==> src/rtl/zip_vga_str_pipe_if.sv <==
// VGA input bundle: sync pulses, screen position, active flag and colour
// from the timing generator / pixel source into the stream packer.
interface zip_vga_str_pipe_if #(
    parameter int XW   = 10,
    parameter int YW   = 10,
    parameter int RGBW = 3
);
    logic            hsync;
    logic            vsync;
    logic [XW-1:0]   x_px;
    logic [YW-1:0]   y_px;
    logic            activevideo;
    logic [RGBW-1:0] rgb;

    modport master (
        output hsync, vsync, x_px, y_px, activevideo, rgb
    );

    modport slave (
        input hsync, vsync, x_px, y_px, activevideo, rgb
    );
endinterface

==> src/rtl/zip_vga_str_pipe.sv <==
// Registered VGA stream zipper: packs sync/position/active/colour into one
// word, delays it DELAY stages, and derives a fill-valid flag, a frame-start
// strobe and a frame counter from the delayed stream.
module zip_vga_str_pipe #(
    parameter  int XW        = 10,
    parameter  int YW        = 10,
    parameter  int RGBW      = 3,
    parameter  int DELAY     = 1,
    parameter  int SYNC_POL  = 0,
    parameter  int BLANK_RGB = 1,
    parameter  int FCW       = 8,
    localparam int STRW      = XW + YW + RGBW + 3
) (
    input  logic                  px_clk,
    input  logic                  reset,
    zip_vga_str_pipe_if.slave     vga,
    output logic [STRW-1:0]       strVGA,
    output logic                  str_valid,
    output logic                  frame_start,
    output logic [FCW-1:0]        frame_cnt
);

    localparam int               FILLW   = $clog2(DELAY + 1);
    localparam logic [FILLW-1:0] FILL_MAX = FILLW'(DELAY);
    localparam logic             SYNC_ACT = (SYNC_POL != 0) ? 1'b1 : 1'b0;

    // Word loaded into every stage on reset: syncs idle, everything else zero.
    function automatic logic [STRW-1:0] safe_word();
        return {{RGBW{1'b0}}, {XW{1'b0}}, {YW{1'b0}}, ~SYNC_ACT, ~SYNC_ACT, 1'b0};
    endfunction

    logic [STRW-1:0]  pipe_q [DELAY];
    logic [STRW-1:0]  stage0_d;
    logic [RGBW-1:0]  rgb_field_d;
    logic [FILLW-1:0] fill_q;
    logic [FILLW-1:0] fill_d;
    logic             str_valid_q;
    logic             vs_q;
    logic [FCW-1:0]   frame_cnt_q;
    logic [FCW-1:0]   frame_cnt_d;
    logic             vs_out_s;
    logic             frame_start_s;

    // Pack the current inputs into a stream word, blanking colour outside active video.
    always_comb begin
        rgb_field_d = vga.rgb;
        if ((BLANK_RGB != 0) && !vga.activevideo) begin
            rgb_field_d = {RGBW{1'b0}};
        end else begin
            rgb_field_d = vga.rgb;
        end
        stage0_d = {rgb_field_d, vga.x_px, vga.y_px, vga.hsync, vga.vsync, vga.activevideo};
    end

    // Delay line: shift one word per cycle, flush every stage to the safe word on reset.
    always_ff @(posedge px_clk) begin
        if (reset) begin
            for (int i = 0; i < DELAY; i++) begin
                pipe_q[i] <= safe_word();
            end
        end else begin
            pipe_q[0] <= stage0_d;
            for (int i = 1; i < DELAY; i++) begin
                pipe_q[i] <= pipe_q[i-1];
            end
        end
    end

    // Saturating count of edges since reset release.
    always_comb begin
        fill_d = fill_q;
        if (fill_q == FILL_MAX) begin
            fill_d = fill_q;
        end else begin
            fill_d = fill_q + FILLW'(1);
        end
    end

    // Fill tracking: valid once DELAY post-reset edges have shifted real samples to the output.
    always_ff @(posedge px_clk) begin
        if (reset) begin
            fill_q      <= {FILLW{1'b0}};
            str_valid_q <= 1'b0;
        end else begin
            fill_q      <= fill_d;
            str_valid_q <= (fill_d == FILL_MAX);
        end
    end

    assign vs_out_s      = pipe_q[DELAY-1][1];
    assign frame_start_s = str_valid_q & (vs_out_s == SYNC_ACT) & (vs_q != SYNC_ACT);

    // Next frame count: bump on each frame-start strobe, wrapping silently.
    always_comb begin
        frame_cnt_d = frame_cnt_q;
        if (frame_start_s) begin
            frame_cnt_d = frame_cnt_q + FCW'(1);
        end else begin
            frame_cnt_d = frame_cnt_q;
        end
    end

    // Previous output vsync level and frame counter; reset overrides a coincident strobe.
    always_ff @(posedge px_clk) begin
        if (reset) begin
            vs_q        <= ~SYNC_ACT;
            frame_cnt_q <= {FCW{1'b0}};
        end else begin
            vs_q        <= vs_out_s;
            frame_cnt_q <= frame_cnt_d;
        end
    end

    assign strVGA      = pipe_q[DELAY-1];
    assign str_valid   = str_valid_q;
    assign frame_start = frame_start_s;
    assign frame_cnt   = frame_cnt_q;

endmodule

==> src/flat_wrapper.sv <==
// flat-port wrapper written by rule: the top's interface ports become plain ports
module zip_vga_str_pipe_flat 
#(
    parameter  int XW        = 10,
    parameter  int YW        = 10,
    parameter  int RGBW      = 3,
    parameter  int DELAY     = 1,
    parameter  int SYNC_POL  = 0,
    parameter  int BLANK_RGB = 1,
    parameter  int FCW       = 8,
    localparam int STRW      = XW + YW + RGBW + 3
)
  (px_clk, reset, strVGA, str_valid, frame_start, frame_cnt, vga_hsync, vga_vsync, vga_x_px, vga_y_px, vga_activevideo, vga_rgb);
  zip_vga_str_pipe_if #(.XW(XW), .YW(YW), .RGBW(RGBW)) vga_i ();
  input  logic px_clk;
  input  logic reset;
  output logic [STRW-1:0] strVGA;
  output logic str_valid;
  output logic frame_start;
  output logic [FCW-1:0] frame_cnt;
  input wire logic [$bits(vga_i.hsync)-1:0] vga_hsync;
  input wire logic [$bits(vga_i.vsync)-1:0] vga_vsync;
  input wire logic [$bits(vga_i.x_px)-1:0] vga_x_px;
  input wire logic [$bits(vga_i.y_px)-1:0] vga_y_px;
  input wire logic [$bits(vga_i.activevideo)-1:0] vga_activevideo;
  input wire logic [$bits(vga_i.rgb)-1:0] vga_rgb;
  assign vga_i.hsync = vga_hsync;
  assign vga_i.vsync = vga_vsync;
  assign vga_i.x_px = vga_x_px;
  assign vga_i.y_px = vga_y_px;
  assign vga_i.activevideo = vga_activevideo;
  assign vga_i.rgb = vga_rgb;
  zip_vga_str_pipe #(.XW(XW), .YW(YW), .RGBW(RGBW), .DELAY(DELAY), .SYNC_POL(SYNC_POL), .BLANK_RGB(BLANK_RGB), .FCW(FCW)) u_core (.px_clk(px_clk), .reset(reset), .vga(vga_i), .strVGA(strVGA), .str_valid(str_valid), .frame_start(frame_start), .frame_cnt(frame_cnt));
endmodule
==> config.mk <==
export PLATFORM = sky130hd
export DESIGN_NAME = zip_vga_str_pipe_flat
export DESIGN_NICKNAME = d
export VERILOG_FILES = /design/src/rtl/zip_vga_str_pipe_if.sv /design/src/rtl/zip_vga_str_pipe.sv /design/src/flat_wrapper.sv
export SDC_FILE = /design/constraint.sdc
export NUM_CORES = 1
export LEC_CHECK = 0
export CAP_MARGIN = 20
export CORE_ASPECT_RATIO = 0.5
export CORE_MARGIN = 2
export CORE_UTILIZATION = 37
export DETAILED_ROUTE_END_ITERATION = 8
export PLACE_DENSITY_LB_ADDON = 0.1
export SETUP_SLACK_MARGIN = 0.2
export SLEW_MARGIN = 20
export SYNTH_ARGS = -nofsm -noshare
export SYNTH_HDL_FRONTEND = slang
export SYNTH_SLANG_ARGS = --single-unit
==> constraint.sdc <==
create_clock -name px_clk -period 1.8 [get_ports px_clk]
set_input_delay 0.54 -clock px_clk [delete_from_list [all_inputs] [get_ports px_clk]]
set_output_delay 0.54 -clock px_clk [all_outputs]
set_load 0.005 [all_outputs]
==> impl_metrics.toml, run 1 <==
[timing]
fin_crit_sh_pct = 82.48
setup_viol = 0
worst_pin_slew_ns = 0.1996
fin_skew_ns = 0.003476
max_slew_margin_pct = 86.58
hold_violations = 0
max_freq_mhz = 673.6
fin_crit_ns = 1.485
rsz0062_at_grt = "no"
drv_slew = 0
final.setup.tns_ns = 0

[worst_setup_path]
cp_max_fo = 4
cp.required_ns = 2.01
critPathLaunchType = "register"
endpoint_kind = "register"
arrival_ns = 1.69
r2r_start = "u_core.frame_cnt[0]$_SDFFE_PP0P_"
path_class = "reg -> reg"
reg2reg_to = "u_core.frame_cnt[6]$_SDFFE_PP0P_"
r2r_slack_ns = 0.32
r2r_cells = 5

[finish]
drive_gt1_share_pct = 18.86
finish.instance_area_um2 = 1936
final_nets = 203
final_util_pct = 65.77
diodes = 0
syn_to_final_growth_pct = 73.04

[global_route]
gr-total-overflow = 0
grt_pass1_wl_um = 3933
grt_max_degree = 34
grt_usage_pct = 15.55
grt_pass1_vias = 875
antenna_found_initial = 0

[placement]
place.gp.congestion = 0.6750
dp_hpwl_um = 1714
place_area_um2 = 1808
io_buffer_count = 63

[clock_network]
cts.htree.levels = 2
hold_buffers = 0
cts_root_buffer = "clkbuf_8"
cts_buffers = 5
worstSkewPairLatency_ns = 0.28
cts_sinks = 36
clock_path_buffers = 2
clkSlewWorstSetupHoldPaths_ns = 0.07
cts_tree = "yes"

[floorplanning]
coreArea_um2 = 2943
io_pins = 64
row_count = 14
start_util_pct = 38.01
die_h_um = 42.88
design.die.area_um2 = 3506
die_x_um = 81.76

[yosys]
yosysWarnings = 0
synth_area_um2 = 1119
synth_cell_types = 22
syn_nets = 128
ys_seq_elements = 36
syn_area_per_cell_um2 = 11.30
syn_inst = 99
synth_seq_area_share_pct = 64.43

[route]
drt_wl_total_um = 2442
viasPerCell = 4.381
dr.pass1.iters = 2
drtAntennaViolNets = 0
drt-initial-drc-count = 16
avgRoutedWirePerCell_um = 11.36
vias = 942
drcViolationCount = 0

[hold_path]
hold_class = "reg -> reg"
hold_path_end = "u_core.frame_cnt[7]$_SDFFE_PP0P_"
holdCritStartpoint = "u_core.frame_cnt[7]$_SDFFE_PP0P_"
hold-path-cell-count = 2

[status]
status = "complete, no violations"

[pwr]
ir_drop_uv = 441.9
power_density_nw_per_um2 = 864.9
power.leakage_uw = 0.0008947

[flow_run]
max_cap_viol_count = 0
registers in the layout, summed over array words and instances (netlist names):
register,cells
u_core.vs_q,1
u_core.frame_cnt,8
u_core.pipe_q,26
u_core.fill_q,1
area by class of cell:
| type | instances | area, um^2 |
|---|---|---|
| fill | 270 | 1007 |
| clock buffer | 6 | 72.57 |
| timing repair buffer | 72 | 661.9 |
| sequential | 36 | 737.0 |
| inverter | 2 | 7.507 |
| tap | 40 | 50.05 |
| multi-input combinational | 57 | 371.6 |
| clock inverter | 2 | 35.03 |
cells in the final DEF, fill, tap and decap left out, drive strengths merged:
cell type and count:
nand4 1, inv 2, o31ai 2, nand2 2, dlygate4sd2 35, and2 3, ha 1, nand3 2
clkdlybuf4s50 27, nand4b 2, buf 9, o21ai 3, nor2 3, mux2i 1, dfxtp 36, nand3b 1
bufinv 1, nor2b 21, clkbuf 7, xor2 2, a21oi 5, or2 3, or4 2, or3 3
clkinv 1
metrics by stage:
stage	hold WS [ns]	cells	setup slack, ns	power [uW]
2_1_floorplan	0.4681	99	0.4597	902.3
3_3_place_gp	0.4772	200	0.2089	1034
3_5_place_dp	0.4834	200	0.1818	1037
4_1_cts	0.4790	215	0.1563	1704
5_1_grt	0.5014	215	0.2524	1747
6_report	0.4760	215	0.3154	1674
cells in the mapped netlist:
cell	n	share of area (%)
dfxtp_1	36	64
nor2b_1	21	12
a21oi_1	5	2.2
and2_1	3	1.7
clkbuf_1	3	1.0
nor2_1	3	1.0
o21ai_0	3	1.3
or2_2	3	1.7
inv_1	2	0.67
nand2_1	2	0.67
nand3_1	2	0.89
nand4b_1	2	1.6
o31ai_1	2	1.3
or3_1	2	1.1
or4_1	2	1.3
xor2_1	2	1.6
buf_4	1	0.67
ha_1	1	1.1
mux2i_1	1	0.89
nand3b_4	1	1.8
nand4_1	1	0.56
or3_2	1	0.67
critical path: stages, from the launching register on:
cell     delay [ns]
dfxtp_4        0.35
buf_4          0.12
ha_1           0.18
nand3_1        0.15
or4_1          0.49
a21oi_1        0.14
how the worst max path moves through the flow:
| stage | slack (ns) | cells after the start | end | from |
|---|---|---|---|---|
| 3_5_place_dp | 0.18 | 4 | u_core.pipe_q[0][23]$_SDFF_PP0_ | reset |
| 5_1_grt | 0.25 | 4 | frame_start | u_core.fill_q$_SDFF_PP0_ |
| 4_1_cts | 0.16 | 4 | frame_start | u_core.fill_q$_SDFF_PP0_ |
| 6_report | 0.32 | 5 | u_core.frame_cnt[6]$_SDFFE_PP0P_ | u_core.frame_cnt[0]$_SDFFE_PP0P_ |
| 3_3_place_gp | 0.21 | 4 | u_core.pipe_q[0][25]$_SDFF_PP0_ | reset |
| 2_1_floorplan | 0.46 | 4 | u_core.frame_cnt[6]$_SDFFE_PP0P_ | u_core.frame_cnt[0]$_SDFFE_PP0P_ |
repair_timing:
action	CTS	global route
gates resized for setup	48	2
pin swaps	0	0
setup endpoints to repair	36	1
setup buffers	7	0
hold endpoints to repair	0	0
cloned	0	0
power by group:
group / total, uW / internal [uW] / switching, uW
clock network: 679 / 411 / 268
logic: 156 / 109 / 47.3
registers: 839 / 830 / 9.26
total: 1670 / 1350 / 324
cells by family after synthesis:
logic type	after synthesis	share of synthesized area [%]
AND/OR/NAND/NOR	43	24.72
flip-flops	36	64.43
AO/OA/AOI/OAI	10	4.921
XOR/XNOR	2	1.566
adder cells (fa/ha/maj)	1	1.118
buffers and inverters	6	2.349
multiplexers	1	0.8949
per-layer routing:
metal,part of all wire [%],vias to the layer above,global-route usage [%]
met4,1.3,0,7.000
met5,0,-,0
li1,-,473,-
met1,39,431,15.51
met3,9.4,4,9.362
met2,50,34,26.02
Note: power is estimated with default switching activity, not from simulation.
==> inputs of run 2 (changes only) <==
--- a/config.mk
+++ b/config.mk
@@ -8,7 +8,7 @@
 export CAP_MARGIN = 20
 export CORE_ASPECT_RATIO = 0.5
 export CORE_MARGIN = 2
-export CORE_UTILIZATION = 37
+export CORE_UTILIZATION = 33
 export DETAILED_ROUTE_END_ITERATION = 8
 export PLACE_DENSITY_LB_ADDON = 0.1
 export SETUP_SLACK_MARGIN = 0.2
==> constraint.sdc (replaced) <==
create_clock -name px_clk -period 1.28 [get_ports px_clk]
set_input_delay 0.384 -clock px_clk [delete_from_list [all_inputs] [get_ports px_clk]]
set_output_delay 0.384 -clock px_clk [all_outputs]
set_load 0.005 [all_outputs]
==> run 2 against run 1 <==
Effect of this change:
- the flow now finishes with violations (negative setup slack)
- clock skew fell by 0.0027 ns
- non-clock buffer count grew 18
- final area rose by 8.6%
- worst setup slack got worse by 0.42 ns
- combinational power rose by 74%
- register-to-register slack worse by 0.42 ns
- count of clock-buffer cells in the layout grew 1
- routed wire length is 16% higher
- critical endpoint unchanged
- largest cell class is now non-clock buffers
==> impl_metrics.toml, run 2 (synthesis gave the netlist of run 1 again) <==
[worst_setup_path]
startpoint = "u_core.fill_q$_SDFF_PP0_"
cpMaxStageDelayCell = "or4_4"
critPathLaunchType = "register"
r2r_cells = 5
cp_max_fo = 4
r2r_slack_ns = -0.10
crit_path_frequent_cell = "buf_6"
reg2reg_to = "u_core.frame_cnt[6]$_SDFFE_PP0P_"
r2r_start = "u_core.fill_q$_SDFF_PP0_"
path_class = "reg -> reg"
arrival_ns = 1.60
critPathMaxStageDelay_ns = 0.51
cp.required_ns = 1.50
endpoint_kind = "register"
path_cells = "buf_6, nand3b_4, buf_6, or4_4, a21oi_2"
cp-endpoint = "u_core.frame_cnt[6]$_SDFFE_PP0P_"

[finish]
nFillCells = 247
largest_reg_flops = 26
final_common_cell = "buf_2"
syn_to_final_growth_pct = 87.92
drive_gt1_share_pct = 52.33
final_util_pct = 67.42
final-seq-area_um2 = 749.5
layout_common_cells = "buf_2, clkdlybuf4s50_1, nor2b_1"
regMostFlops = "u_core.pipe_q"
final_nets = 221
multi_input_area_um2 = 422.9
diodes = 0

[clock_network]
cts_buffers = 5
clock_path_buffers = 2
cts.htree.levels = 2
cts_root_buffer = "clkbuf_8"
hold_buffers = 0
clkSlewWorstSetupHoldPaths_ns = 0.07
worstSkewPairLatency_ns = 0.28
cts_tree = "yes"
cts_sinks = 36

[route]
viasPerCell = 4.236
avgRoutedWirePerCell_um = 12.16
vias = 987
drt_wl_total_um = 2834
dr.pass1.iters = 4
drt-initial-drc-count = 33
drtAntennaViolNets = 0
drcViolationCount = 0

[global_route]
grt_max_degree = 12
grtUsageMet1_pct = 16.10
grt_pass1_wl_um = 4167
busiest_layer = "met2"
grt_pass1_vias = 918
antenna_found_initial = 0
grt.met3_usage_pct = 7.313
grtUsageMet2_pct = 24.31
gr-total-overflow = 0
grt_usage_pct = 14.46

[timing]
fin_crit_ns = 1.384
drv_slew = 0
rsz0062_at_grt = "yes"
fin_skew_ns = 0.0008241
hold_violations = 0
max_slew_margin_pct = 80.04
max_freq_mhz = 722.5
worst_pin_slew_ns = 0.2968
setup_ws_ns = -0.1041
fin_crit_sh_pct = 108.1
setup_viol = 6

[placement]
dp_hpwl_um = 1933
io_buffer_count = 63
place.gp.congestion = 0.7065

[status]
status = "finished with violations"
violations = "negative setup slack"

[floorplanning]
start_util_pct = 35.87
die_x_um = 86.34
coreArea_um2 = 3118
design.die.area_um2 = 3900
row_count = 14
io_pins = 64
die_h_um = 45.17

[pwr]
power_frac_comb_pct = 11.6
power.leakage_uw = 0.0009488
seqPwrFrac_pct = 50.3
swShare_pct = 21.02
p_sw_uw = 493.2
fin_total_pwr_uw = 2346
pwr-share-clk_pct = 38.1
power_density_nw_per_um2 = 1116
ir_drop_uv = 561.1
p_int_uw = 1852

[flow_run]
max_cap_viol_count = 0

[hold_path]
hold_class = "in -> reg"
-- run 2: metrics by stage --
stage	worst slack (ns)	hold WS [ns]	instance area (um^2)	cells	setup TNS [ns]
2_1_floorplan	0.1075	0.4401	1157	99	0
3_3_place_gp	-0.08852	0.4764	1934	210	-0.8867
3_5_place_dp	-0.1084	0.4892	1934	210	-1.309
4_1_cts	-0.05132	0.5951	2026	231	-0.1620
5_1_grt	-0.1523	0.4458	2102	233	-0.6087
6_report	-0.1041	0.4305	2102	233	-0.3406
-- run 2: timing repair --
item / 4_1_cts / 5_1_grt
pin swaps: 6 / 7
setup buffers: 13 / 2
setup endpoints to repair: 43 / 50
gates resized for setup: 165 / 16
-- run 2: power groups by stage --
stage	registers, uW	logic (uW)	clock network, uW
2_1_floorplan	1210	52.5	0
3_3_place_gp	1210	273	0
3_5_place_dp	1210	274	0
4_1_cts	1180	261	916
5_1_grt	1180	294	974
6_report	1180	272	895
-- run 2: final cells by class --
| cell class | instances | share of cell area (%) |
|---|---|---|
| Clock inverter | 1 | 0.2381 |
| Multi-Input combinational cell | 57 | 20.12 |
| Sequential cell | 36 | 35.65 |
| Timing Repair Buffer | 90 | 36.61 |
| Clock buffer | 7 | 4.643 |
| Tap cell | 40 | 2.381 |
| Inverter | 2 | 0.3571 |
-- run 2: per-layer routing --
layer | routed length (um) | vias to the layer above | part of all wire (%)
li1 | - | 508 | -
met3 | 218 | 2 | 7.7
met1 | 1142 | 442 | 40
met2 | 1453 | 35 | 51
met5 | 0 | - | 0
met4 | 20 | 0 | 0.71
-- run 2: worst max-delay path: cells and delay by family, from the launching register on --
family | cells | cell delay (ns)
AO/OA/AOI/OAI | 1 | 0.15
AND/OR/NAND/NOR | 2 | 0.59
buffers and inverters | 2 | 0.23
flip-flops | 1 | 0.34
-- run 2: worst min-delay path by stage --
stage / start / end / slack (ns) / cells after the start
finish: reset / u_core.fill_q$_SDFF_PP0_ / 0.43 / 3
global route: reset / u_core.fill_q$_SDFF_PP0_ / 0.45 / 3
CTS: u_core.frame_cnt[6]$_SDFFE_PP0P_ / u_core.frame_cnt[6]$_SDFFE_PP0P_ / 0.60 / 3
detailed placement: u_core.frame_cnt[4]$_SDFFE_PP0P_ / u_core.frame_cnt[4]$_SDFFE_PP0P_ / 0.49 / 2
global placement: u_core.frame_cnt[7]$_SDFFE_PP0P_ / u_core.frame_cnt[7]$_SDFFE_PP0P_ / 0.48 / 2
floorplan: u_core.pipe_q[0][1]$_SDFF_PP1_ / u_core.vs_q$_SDFF_PP1_ / 0.44 / 1
==> inputs of run 3 (changes only) <==
--- a/config.mk
+++ b/config.mk
@@ -7,11 +7,11 @@
 export LEC_CHECK = 0
 export CAP_MARGIN = 20
 export CORE_ASPECT_RATIO = 0.5
-export CORE_MARGIN = 2
+export CORE_MARGIN = 3
 export CORE_UTILIZATION = 33
 export DETAILED_ROUTE_END_ITERATION = 8
 export PLACE_DENSITY_LB_ADDON = 0.1
-export SETUP_SLACK_MARGIN = 0.2
+export SETUP_SLACK_MARGIN = 0.02
 export SLEW_MARGIN = 20
 export SYNTH_ARGS = -nofsm -noshare
 export SYNTH_HDL_FRONTEND = slang
==> run 3 against run 2 <==
Effect of this change:
- sequential cell count stayed put
- the flow still finishes with violations (negative setup slack)
- cell count is 2.1% lower
- global-route usage is 0.84 points lower
- combinational power is 8.1% lower
- non-clock buffer count is 5 lower
- register-to-register slack better by 0.06 ns
- sequential share of layout area is 0.71 points lower
- clock skew is 0.0037 ns higher
- highest routed layer unchanged
==> impl_metrics.toml, run 3 (synthesis gave the netlist of run 1 again) <==
[clock_network]
cts_root_buffer = "clkbuf_8"
cts_buffers = 5
cts_tree = "yes"
hold_buffers = 0
worstSkewPairLatency_ns = 0.28
cts_sinks = 36
clock_path_buffers = 2
cts.htree.levels = 2
clkSlewWorstSetupHoldPaths_ns = 0.07

[global_route]
antenna_found_initial = 0
grt_pass1_wl_um = 4036
grt_pass1_vias = 927
gr-total-overflow = 0
grt_usage_pct = 13.62
grt_max_degree = 13

[worst_setup_path]
cpMaxStageDelayCell = "or4_4"
crit_path_frequent_cell = "buf_6"
crit_family = "simple AND/OR/NAND/NOR gates"
path_class = "reg -> reg"
r2r_slack_ns = -0.05
critPathBufInv = 2
r2r_cells = 5
r2r_start = "u_core.fill_q$_SDFF_PP0_"
cp.required_ns = 1.50
arrival_ns = 1.55
endpoint_kind = "register"
critPathLaunchType = "register"
path_cells = "buf_6, nand3b_4, buf_6, or4_4, a21oi_2"
critPathMaxStageDelay_ns = 0.51
cp_max_fo = 7
reg2reg_to = "u_core.frame_cnt[6]$_SDFFE_PP0P_"

[placement]
place.gp.congestion = 0.7874
dp_hpwl_um = 1909
io_buffer_count = 63
place_area_um2 = 1898

[pwr]
p_sw_uw = 473.7
power.leakage_uw = 0.0009019
pwr-share-clk_pct = 38.2
ir_drop_uv = 651.0
power_density_nw_per_um2 = 1090
seqPwrFrac_pct = 51.0
swShare_pct = 20.46
p_int_uw = 1841
power_frac_comb_pct = 10.8
fin_total_pwr_uw = 2315

[timing]
worst_pin_slew_ns = 0.2693
max_slew_margin_pct = 81.99
setup_viol = 5
max_freq_mhz = 753.1
fin_skew_ns = 0.004572
fin_crit_ns = 1.328
hold_violations = 0
fin_crit_sh_pct = 103.7
final.setup.tns_ns = -0.1440
rsz0062_at_grt = "yes"
setup_ws_ns = -0.04779
drv_slew = 0

[hold_path]
holdCritStartpoint = "u_core.frame_cnt[7]$_SDFFE_PP0P_"
hold_path_end = "u_core.frame_cnt[7]$_SDFFE_PP0P_"
hold_class = "reg -> reg"
hold-path-cell-count = 2

[flow_run]
max_cap_viol_count = 0

[floorplanning]
design.die.area_um2 = 4167
die_h_um = 47.17
io_pins = 64
start_util_pct = 35.87
die_x_um = 88.34
coreArea_um2 = 3118
row_count = 14

[route]
dr.pass1.iters = 3
drt-initial-drc-count = 7
drcViolationCount = 0
drtAntennaViolNets = 0
drt_wl_total_um = 2679
vias = 976
viasPerCell = 4.281
avgRoutedWirePerCell_um = 11.75

[finish]
syn_to_final_growth_pct = 89.82
largest_reg_flops = 26
multi_input_area_um2 = 420.4
final_nets = 216
finish.instance_area_um2 = 2123
diodes = 0
final-seq-area_um2 = 742.0
drive_gt1_share_pct = 30.85
layout_common_cells = "clkdlybuf4s50_1, dfxtp_1, nor2b_1, clkdlybuf4s15_1, buf_4"
final_common_cell = "clkdlybuf4s50_1"
regMostFlops = "u_core.pipe_q"
nFillCells = 271

[status]
violations = "negative setup slack"
status = "finished with violations"
==> run 3: changes by cell type in the layout (fill, tap and decap cells not counted), sizes merged <==
cell and change:
buf -38, clkdlybuf4s15 +21, dlygate4sd2 +12, clkdlybuf4s50 +1, dlymetal6s2s -1
==> run 3: area by class of cell <==
type,instances,share of cell area (%)
timing repair buffer,85,37.71
sequential,36,34.94
multi-input combinational,57,19.80
clock buffer,7,4.596
tap,40,2.357
inverter,2,0.3536
clock inverter,1,0.2357
==> run 3: worst max path at each step <==
stage / from / end / slack (ns) / cells after the start
2_1_floorplan: u_core.frame_cnt[1]$_SDFFE_PP0P_ / u_core.frame_cnt[6]$_SDFFE_PP0P_ / 0.03 / 4
3_3_place_gp: reset / u_core.pipe_q[0][8]$_SDFF_PP0_ / -0.12 / 3
3_5_place_dp: reset / u_core.pipe_q[0][8]$_SDFF_PP0_ / -0.16 / 3
4_1_cts: u_core.frame_cnt[1]$_SDFFE_PP0P_ / u_core.frame_cnt[7]$_SDFFE_PP0P_ / -0.07 / 4
5_1_grt: u_core.fill_q$_SDFF_PP0_ / u_core.frame_cnt[6]$_SDFFE_PP0P_ / -0.12 / 5
6_report: u_core.fill_q$_SDFF_PP0_ / u_core.frame_cnt[6]$_SDFFE_PP0P_ / -0.05 / 5
==> run 3: per-layer routing <==
metal	vias to the layer above	part of all wire, %	track usage, %
li1	501	-	-
met1	430	38	13.69
met2	37	49	22.44
met3	8	10	7.881
met4	0	2.7	9.036
met5	-	0	0
==> run 3: power by group through the flow <==
stage                     Clock, uW  Sequential (uW)  Combinational, uW
after floorplan                   0             1220               52.4
after global placement            0             1210                256
after detailed placement          0             1210                259
after CTS                       925             1180                240
after global routing            973             1190                272
final                           884             1180                250
==> run 3: through the flow <==
step	cells	hold slack, ns	util [%]	setup WS [ns]
global placement	211	0.4640	60.87	-0.1231
floorplan	99	0.4556	-	0.03197
CTS	225	0.4841	65.21	-0.06662
finish	228	0.4850	68.10	-0.04779
global route	228	0.5251	68.10	-0.1222
detailed placement	211	0.4826	60.87	-0.1591
==> run 3: repair_timing <==
item / CTS / global route
buffers inserted: 6 / 3
endpoints found under the setup margin: 40 / 25
resized for setup: 63 / 31
pin swaps: 4 / 7
==> run 3: worst min-delay path, cell delays in order (launching register included) <==
cell,delay [ns]
dfxtp_2,0.33
o31ai_1,0.06
a21oi_1,0.06
